===== config.mk =====
export PLATFORM = sky130hd
export DESIGN_NAME = ap_precharge_tracker
export DESIGN_NICKNAME = d
export VERILOG_FILES = /design/src/rtl/ap_precharge_tracker.sv
export SDC_FILE = /design/constraint.sdc
export NUM_CORES = 1
export LEC_CHECK = 0
export CELL_PAD_IN_SITES_DETAIL_PLACEMENT = 0
export CELL_PAD_IN_SITES_GLOBAL_PLACEMENT = 1
export CORE_UTILIZATION = 29
export DETAILED_ROUTE_END_ITERATION = 7
export HOLD_SLACK_MARGIN = 0.12
export PLACE_DENSITY_LB_ADDON = 0.1
export RECOVER_POWER = 25
export SLEW_MARGIN = 20
export SYNTH_ARGS = -nofsm -noshare
export SYNTH_HDL_FRONTEND = slang
export SYNTH_SLANG_ARGS = --single-unit
export TNS_END_PERCENT = 30

===== constraint.sdc =====
create_clock -name clk -period 8.97 [get_ports clk]
set_clock_uncertainty 0.1 [all_clocks]
set_input_delay 2.2425 -clock clk [delete_from_list [all_inputs] [get_ports clk]]
set_output_delay 2.2425 -clock clk [all_outputs]
set_load 0.01 [all_outputs]

===== src/rtl/ap_precharge_tracker.sv =====
// ap_precharge_tracker
// Tracks auto-precharge / explicit precharge progress for every bank of every
// rank. Each bank runs a small IDLE -> PENDING -> COUNTING machine: a setup
// reserves the bank and latches the precharge source, the PHY ack starts a
// down-counter loaded from that source, and the bank frees itself when the
// counter expires. Busy/counting status per bank and idle status per rank are
// exported; illegal setups and acks raise one-cycle error pulses. The block
// never issues DRAM commands itself.
module ap_precharge_tracker #(
   parameter int NUMRANK      = 2,
   parameter int NUMBANK      = 4,
   parameter int NUMBANKGROUP = 4,
   parameter int TOTALBANKS   = NUMBANK * NUMBANKGROUP,
   parameter int tRP          = 16,
   parameter int tWR          = 18,
   parameter int tRTP         = 8,
   parameter int RW           = (NUMRANK > 1) ? $clog2(NUMRANK) : 1,
   parameter int BW           = $clog2(TOTALBANKS)
) (
   input  logic                          clk,
   input  logic                          rst,
   input  logic                          apSetup,
   input  logic [1:0]                    setupMode,
   input  logic [RW-1:0]                 setupRank,
   input  logic [BW-1:0]                 setupBGBK,
   input  logic                          apAck,
   input  logic [RW-1:0]                 ackRank,
   input  logic [BW-1:0]                 ackBGBK,
   output logic [NUMRANK*TOTALBANKS-1:0] bankBusy,
   output logic [NUMRANK*TOTALBANKS-1:0] bankCounting,
   output logic [NUMRANK-1:0]            rankIdle,
   output logic                          errSetup,
   output logic                          errAck
);

   localparam int NB = NUMRANK * TOTALBANKS;
   // Counter must hold the largest load (write recovery plus precharge).
   localparam int CW = $clog2(tWR + tRP + 1);

   // Precharge source encodings carried on setupMode.
   localparam logic [1:0] MODE_RDA = 2'd0;
   localparam logic [1:0] MODE_WRA = 2'd1;
   localparam logic [1:0] MODE_PRE = 2'd2;
   localparam logic [1:0] MODE_RSV = 2'd3;

   typedef enum logic [1:0] {
      ST_IDLE     = 2'd0,
      ST_PENDING  = 2'd1,
      ST_COUNTING = 2'd2
   } bank_state_e;

   // Per-bank architectural state.
   bank_state_e   state_r [NB];
   logic [1:0]    mode_r  [NB];
   logic [CW-1:0] cnt_r   [NB];

   // Next-state values computed combinationally.
   bank_state_e   state_s [NB];
   logic [1:0]    mode_s  [NB];
   logic [CW-1:0] cnt_s   [NB];

   // Registered outputs and their next values.
   logic [NB-1:0] busy_r;
   logic [NB-1:0] counting_r;
   logic          err_setup_r;
   logic          err_ack_r;
   logic [NB-1:0] busy_s;
   logic [NB-1:0] counting_s;
   logic          err_setup_s;
   logic          err_ack_s;

   // Request decode.
   logic [NB-1:0] setup_hit_s;
   logic [NB-1:0] ack_hit_s;
   logic [NB-1:0] idle_vec_s;
   logic [NB-1:0] pend_vec_s;
   logic          setup_ok_s;
   logic          ack_ok_s;

   // Counter load for a given precharge source; reserved maps to the
   // shortest load so a corrupted mode can never stall a bank for long.
   function automatic logic [CW-1:0] load_value(input logic [1:0] mode);
      logic [CW-1:0] val;
      case (mode)
         MODE_RDA: val = CW'(tRTP + tRP);
         MODE_WRA: val = CW'(tWR + tRP);
         MODE_PRE: val = CW'(tRP);
         default:  val = CW'(tRP);
      endcase
      return val;
   endfunction

   // Decode which bank the setup and ack address; out-of-range ranks match
   // no bank, which makes them fall into the rejection path naturally.
   always_comb begin
      setup_hit_s = '0;
      ack_hit_s   = '0;
      idle_vec_s  = '0;
      pend_vec_s  = '0;
      for (int r = 0; r < NUMRANK; r++) begin
         for (int b = 0; b < TOTALBANKS; b++) begin
            setup_hit_s[r*TOTALBANKS+b] = (setupRank == RW'(r)) && (setupBGBK == BW'(b));
            ack_hit_s[r*TOTALBANKS+b]   = (ackRank == RW'(r)) && (ackBGBK == BW'(b));
         end
      end
      for (int i = 0; i < NB; i++) begin
         idle_vec_s[i] = (state_r[i] == ST_IDLE);
         pend_vec_s[i] = (state_r[i] == ST_PENDING);
      end
      // Both decisions use pre-edge state, so a bank completing this cycle
      // is still COUNTING and rejects a setup, and an IDLE bank receiving a
      // setup rejects a simultaneous ack.
      setup_ok_s  = apSetup && (setupMode != MODE_RSV) && (|(setup_hit_s & idle_vec_s));
      ack_ok_s    = apAck && (|(ack_hit_s & pend_vec_s));
      err_setup_s = apSetup && !setup_ok_s;
      err_ack_s   = apAck && !ack_ok_s;
   end

   // Per-bank next-state logic and next values of the registered status.
   always_comb begin
      busy_s     = '0;
      counting_s = '0;
      for (int i = 0; i < NB; i++) begin
         state_s[i] = state_r[i];
         mode_s[i]  = mode_r[i];
         cnt_s[i]   = cnt_r[i];
         case (state_r[i])
            ST_IDLE: begin
               cnt_s[i] = {CW{1'b0}};
               if (setup_ok_s && setup_hit_s[i]) begin
                  state_s[i] = ST_PENDING;
                  mode_s[i]  = setupMode;
               end else begin
                  state_s[i] = ST_IDLE;
               end
            end
            ST_PENDING: begin
               if (ack_ok_s && ack_hit_s[i]) begin
                  state_s[i] = ST_COUNTING;
                  cnt_s[i]   = load_value(mode_r[i]);
               end else begin
                  state_s[i] = ST_PENDING;
               end
            end
            ST_COUNTING: begin
               // A zero count can only come from corruption; treat it as
               // expiry rather than wrapping to the maximum.
               if (cnt_r[i] <= CW'(1)) begin
                  state_s[i] = ST_IDLE;
                  cnt_s[i]   = {CW{1'b0}};
               end else begin
                  state_s[i] = ST_COUNTING;
                  cnt_s[i]   = cnt_r[i] - CW'(1);
               end
            end
            default: begin
               state_s[i] = ST_IDLE;
               mode_s[i]  = 2'd0;
               cnt_s[i]   = {CW{1'b0}};
            end
         endcase
         busy_s[i]     = (state_s[i] != ST_IDLE);
         counting_s[i] = (state_s[i] == ST_COUNTING);
      end
   end

   // State, counters, stored modes and registered outputs.
   always_ff @(posedge clk) begin
      if (rst) begin
         for (int i = 0; i < NB; i++) begin
            state_r[i] <= ST_IDLE;
            mode_r[i]  <= 2'd0;
            cnt_r[i]   <= {CW{1'b0}};
         end
         busy_r      <= '0;
         counting_r  <= '0;
         err_setup_r <= 1'b0;
         err_ack_r   <= 1'b0;
      end else begin
         for (int i = 0; i < NB; i++) begin
            state_r[i] <= state_s[i];
            mode_r[i]  <= mode_s[i];
            cnt_r[i]   <= cnt_s[i];
         end
         busy_r      <= busy_s;
         counting_r  <= counting_s;
         err_setup_r <= err_setup_s;
         err_ack_r   <= err_ack_s;
      end
   end

   // Rank is idle when none of its banks is busy.
   always_comb begin
      rankIdle = '0;
      for (int r = 0; r < NUMRANK; r++) begin
         rankIdle[r] = ~(|busy_r[r*TOTALBANKS +: TOTALBANKS]);
      end
   end

   assign bankBusy     = busy_r;
   assign bankCounting = counting_r;
   assign errSetup     = err_setup_r;
   assign errAck       = err_ack_r;

endmodule


==> results of run 1 <==
==> how the worst max path moves through the flow <==
stage,endpoint,startpoint,cells after the start,slack (ps)
after floorplan,mode_r[0][11],setupBGBK[2],9,4520
after global placement,mode_r[0][7],setupBGBK[2],9,2070
after detailed placement,mode_r[0][6],setupBGBK[2],9,2020
after CTS,mode_r[0][6],setupBGBK[2],9,2650
after global routing,bankBusy[12],ackBGBK[0],9,1830
final,bankBusy[12],ackBGBK[0],9,2080
==> critical path, cell delays in order <==
cell and delay [ps]:
dlygate4sd3_1 1250, or2_0 1270, nor4b_1 140, nor4_1 570
o2111ai_2 190, buf_4 290, a31oi_1 850, a21oi_1 170
a211oi_1 290
==> cells in the final DEF (no fill, tap or decap), types with 27 or more instances in the layout <==
cell type	count
a31oi_1	31
xnor2_1	58
nor2_1	196
xor2_1	38
and3_1	30
o32ai_1	38
dlygate4sd3_1	68
o21ai_0	203
dfxtp_1	386
ha_1	192
o31ai_1	37
o22ai_1	42
clkbuf_16	53
nor3_1	98
nand3b_1	43
nand2_1	243
inv_1	225
or3_1	62
nand3_1	137
a21oi_1	213
nor2b_1	44
and2_1	27
==> kinds of logic after synthesis <==
family | after synthesis | share of synthesized area [%]
AO/OA/AOI/OAI | 727 | 20.5
XOR/XNOR | 96 | 3.77
adder cells (fa/ha/maj) | 192 | 10.8
buffers and inverters | 336 | 5.85
flip-flops | 386 | 34.7
multiplexers | 26 | 1.24
AND/OR/NAND/NOR | 1015 | 23.2
==> where the power goes <==
part           switching, W  internal, W  total (W)  leakage [nW]
Combinational      0.000162    0.0000494   0.000211          6.10
Clock              0.000828      0.00125    0.00207         0.827
Sequential       0.00000485      0.00172    0.00172          3.11
Total              0.000994      0.00302    0.00401          10.0
==> sequential cells by signal, indices dropped and copies added, names as in the netlist <==
| signal | cells |
|---|---|
| cnt_r | 192 |
| mode_r | 64 |
| state_r | 64 |
| bankBusy | 32 |
| bankCounting | 32 |
| errAck | 1 |
| errSetup | 1 |
==> synthesized netlist by cell type, types with 10 or more instances <==
library cell    n
o21a_1         23
mux2i_1        22
and3_1         30
o21ai_0       203
a32o_1         12
nor2b_1        44
dfxtp_1       386
nor4b_1        24
a211oi_1       10
nand2_1       244
nand3_1       137
nor4_1         15
xnor2_1        58
a31oi_1        31
a21boi_0       17
a21oi_1       213
o41ai_1        10
nor3_1         98
inv_1         225
nand2b_1       22
clkbuf_1       76
o31ai_1        37
xor2_1         38
or2_2          25
or3_1          62
buf_1          10
o22ai_1        42
and2_1         27
nor2_1        196
o32ai_1        38
buf_2          22
nand3b_1       43
ha_1          192
o31a_1         24
==> metal layers <==
layer | up-vias | track usage [%]
met1 | 9834 | 27.1
met3 | 98 | 2.15
li1 | 9944 | -
met4 | 2 | 5.31
met5 | - | 0
met2 | 403 | 34.4
==> metrics by stage <==
stage / util (%) / instances / power (W) / hold WS, ps
global placement: 31.8 / 3805 / 0.00197 / 357
floorplan: - / 2778 / 0.00188 / 341
finish: 34.1 / 3902 / 0.00401 / 366
detailed placement: 31.8 / 3805 / 0.00197 / 360
CTS: 34.1 / 3900 / 0.00408 / 367
global route: 34.1 / 3900 / 0.00416 / 386
==> area by class of cell <==
class                           count  area [um^2]
Fill cell                        7961        50100
Multi-Input combinational cell   2056        13300
Sequential cell                   386         7730
Clock buffer                       83         1570
Tap cell                         1030         1290
Timing Repair Buffer              108         1000
Inverter                          225          845
Clock inverter                     12          115
Antenna cell                        2         5.00
==> summary.md, run 1 <==
| Metric | Value |
|---|---|
| Nets | 3,036 |
| Remaining global-route overflow | 0 |
| Max-slew violations | 15 |
| Clk sinks | 386 |
| WL met1 | 37.3 mm |
| Ys async rst share | 0% |
| Top post-synthesis cells by area | dfxtp_1, ha_1, a21oi_1, o21ai_0, nand2_1 |
| Reg-to-Reg Start | state_r[1][18] |
| Syn avg cell area | 8.02 um^2 |
| CP max FO | 22 |
| Number of global-route vias before repair | 19,865 |
| #FFs+latches synth | 386 |
| Total track usage | 20.3% |
| Top routing layer used | met5 |
| CTS buffer count | 51 |
| CP Capture Type | register |
| CTS Buffer Depth | 3 |
| Data required, critical path | 9370 ps |
| Post-synth EDFFs | 0 |
| Max-cap violations | 1 |
| Initial Util | 29.3% |
| Final Cycle Share | 76.8% |
| Root Buffer | clkbuf_16 |
| Maximum VDD drop | 0.132 mV |
| WL met3 | 3.20 mm |
| Wirelength per Cell | 20.5 um |
| Cells after synthesis | 2,778 |
| Post-synthesis cell type count | 77 |
| Maximum clock rate | 145 MHz |
| Cts-stage hold buffer count | 0 |
| # IOs | 84 |
| # DRC | 0 |
| Setup slack after layout | 2080 ps |
| Vias per cell | 5.20 |
| Die Y | 279 um |
| Failing checks | max-capacitance violations, max-slew violations |
| Pin count of the biggest net entering global routing | 71 |
| R2R cell count | 10 |
| CTS resizes | 0 |
| Reg2reg setup slack | 5000 ps |
| First drt pass iteration count | 5 |
| Power per cell area | 155 nW/um^2 |
| LEAKAGE | 10.0 nW |
| Design area | 25,900 um^2 |
| Final Routed Wirelength | 80.0 mm |
| Hold Path Origin | cnt_r[0][43] |
| H-tree Lvls | 2 |
| CP Launch Type | primary input |
| Yosys warnings | 0 |
| Critical path class | in2reg |
| FF-to-FF End | mode_r[0][6] |
| Core ar. | 75,900 um^2 |
| Final Wtd Congestion | 0.865 |
| End of the worst hold path | cnt_r[0][43] |
| DP Wirelength | 57.9 mm |
| Worst slack, placed | 2020 ps |
| Max-slew headroom | -5.69% |
| Post-route ant nets | 0 |
| HP Class | reg2reg |
| Num rows | 101 |
| Latest clock arrival within the worst-skew pair | 610 ps |
| Top-area cell type share of the netlist area | 34.7% |
| Predominant post-synthesis flop cell | dfxtp_1 |
| # setup viols final | 0 |
| CTS clk-pin slew, worst paths | 50 ps |
| Outcome | finished, violations left |
| CTS tree | built |
| Post-synthesis sequential area ratio | 34.7% |
| Post-CTS setup buffers | 0 |
| Min Tclk post-route | 6890 ps |
| Initial antenna violation count | 6 |
| Post-synthesis cell area | 22,300 um^2 |
| Area Growth Syn to Fin | 16.1% |
| Setup TNS | 0 ps |
| Die area | 77,900 um^2 |
| CP arrival | 7280 ps |
| Synth area leader | dfxtp_1 |
| Post-placement cell area | 24,200 um^2 |
| Final hold violation count | 0 |
| Unrepaired setup endpoints after global routing | false |
| IO Port Bufs | 83 |
| Syn Nets | 2,986 |
| Share of layout cells above drive strength 1 | 5.57% |
| Die width | 279 um |
| First-pass GRT wire length | 122 mm |
| Via count | 20,281 |
| Least-Margin Pin Slew | 1590 ps |
| Initial DRC count | 1,182 |
| Hold Path Cell Cnt | 2 |
| Met2 wire length | 37.8 mm |
No activity file was read; power rests on OpenSTA's default activity.
==> run 2, diff against run 1 <==
==> constraint.sdc (replaced) <==
create_clock -name clk -period 6.15 [get_ports clk]
set_clock_uncertainty 0.1 [all_clocks]
set_input_delay 1.5375 -clock clk [delete_from_list [all_inputs] [get_ports clk]]
set_output_delay 1.5375 -clock clk [all_outputs]
set_load 0.01 [all_outputs]
==> summary.md, run 2 (synthesized netlist as in run 1, its figures left out) <==
| Metric | Value |
|---|---|
| Outcome | finished, final reports clean |
| Hold Path Cell Cnt | 2 |
| Most common cell after layout, fill and taps aside | dfxtp_1 |
| Power per cell area | 226 nW/um^2 |
| Remaining global-route overflow | 0 |
| CTS tree | built |
| Initial Util | 29.3% |
| Max-cap violations | 0 |
| FF-to-FF End | cnt_r[0][14] |
| IO Port Bufs | 83 |
| Max-slew headroom | 21.5% |
| Max-slew violations | 0 |
| ANT cells | 0 |
| # setup viols final | 0 |
| Data required, critical path | 6570 ps |
| Critical path class | in2reg |
| Num rows | 101 |
| Die Y | 279 um |
| Wirelength per Cell | 20.6 um |
| Pin count of the biggest net entering global routing | 95 |
| LEAKAGE | 10.1 nW |
| Area Growth Syn to Fin | 16.8% |
| Die width | 279 um |
| Post-CTS setup buffers | 0 |
| Top reg by flops | cnt_r |
| Nets | 3,061 |
| First drt pass iteration count | 5 |
| Initial antenna violation count | 5 |
| Maximum clock rate | 197 MHz |
| Share of layout cells above drive strength 1 | 6.02% |
| Maximum VDD drop | 0.190 mV |
| Cts-stage hold buffer count | 0 |
| Unrepaired setup endpoints after global routing | false |
| Core ar. | 75,900 um^2 |
| Setup TNS | 0 ps |
| CTS resizes | 0 |
| Worst slack, placed | 964 ps |
| Final Routed Wirelength | 80.6 mm |
| Number of global-route vias before repair | 19,802 |
| Post-route ant nets | 0 |
| CP max FO | 23 |
| Final Cycle Share | 82.4% |
| Setup slack after layout | 1080 ps |
| Vias per cell | 5.18 |
| Most frequent cells in the layout | dfxtp_1, nand2_1, inv_1 |
| CP Capture Type | register |
| Final Wtd Congestion | 0.893 |
| Reg-to-Reg Start | state_r[1][29] |
| Die area | 77,900 um^2 |
| Min Tclk post-route | 5070 ps |
| DP Wirelength | 59.2 mm |
| HP Class | reg2reg |
| CTS Buffer Depth | 3 |
| Number of flip-flops in the largest register | 192 |
| Reg2reg setup slack | 2390 ps |
| Clk sinks | 386 |
| Latest clock arrival within the worst-skew pair | 600 ps |
| Post-layout util | 34.3% |
| R2R cell count | 11 |
| CP Launch Type | primary input |
| Total track usage | 20.4% |
| Hold Path Origin | cnt_r[0][73] |
| First-pass GRT wire length | 122 mm |
| # DRC | 0 |
| Root Buffer | clkbuf_16 |
| Initial DRC count | 1,281 |
| CP arrival | 5490 ps |
| CTS clk-pin slew, worst paths | 60 ps |
| Hold slack | 365 ps |
| Least-Margin Pin Slew | 1170 ps |
| Via count | 20,306 |
| # IOs | 84 |
| Final hold violation count | 0 |
| Top Registers | cnt_r (192), mode_r (64), state_r (64) |
| H-tree Lvls | 2 |
| CTS buffer count | 50 |
| End of the worst hold path | cnt_r[0][73] |
## run 2: stage by stage
step	instance area [um^2]	instances	power [W]
6_report	26000	3918	0.00589
5_1_grt	26000	3918	0.00610
4_1_cts	26000	3918	0.00599
3_5_place_dp	24400	3831	0.00289
3_3_place_gp	24400	3831	0.00289
2_1_floorplan	22300	2778	0.00274
## run 2: worst max path at each step
stage | start | to
2_1_floorplan | setupBGBK[2] | mode_r[0][11]
3_3_place_gp | ackRank | cnt_r[0][68]
3_5_place_dp | ackRank | bankBusy[13]
4_1_cts | ackRank | bankBusy[13]
5_1_grt | ackRank | cnt_r[0][14]
6_report | ackRank | cnt_r[0][14]
## run 2: per-layer routing
metal	global-route usage [%]	wire, um	up-vias
li1	-	-	9972
met1	28.0	38500	9836
met2	33.5	37100	401
met3	2.38	3060	95
met4	5.68	1990	2
met5	0	9	-
## run 2: worst max-delay path: stages
cell and delay, ps:
dlygate4sd3_1 1190, mux2i_1 210, or3_1 380, o2111a_1 170, o2111ai_1 410, clkbuf_1 560
a31oi_1 160, buf_4 210, or4b_1 500, a21oi_1 140
## run 2: area by class of cell
type	instances	area (um^2)
clock buffers	80	1550
clock inverters	7	135
fillers	7984	49900
inverters	225	845
multi-input cells	2056	13300
flip-flops and latches	386	7730
well taps	1030	1290
repair buffers	134	1190
## run 2: report_power, final
part | switching [W] | leakage, nW | internal [W]
sequential | 0.00000728 | 3.11 | 0.00251
clock | 0.00118 | 0.825 | 0.00187
combinational | 0.000239 | 6.20 | 0.0000795
total | 0.00143 | 10.1 | 0.00446
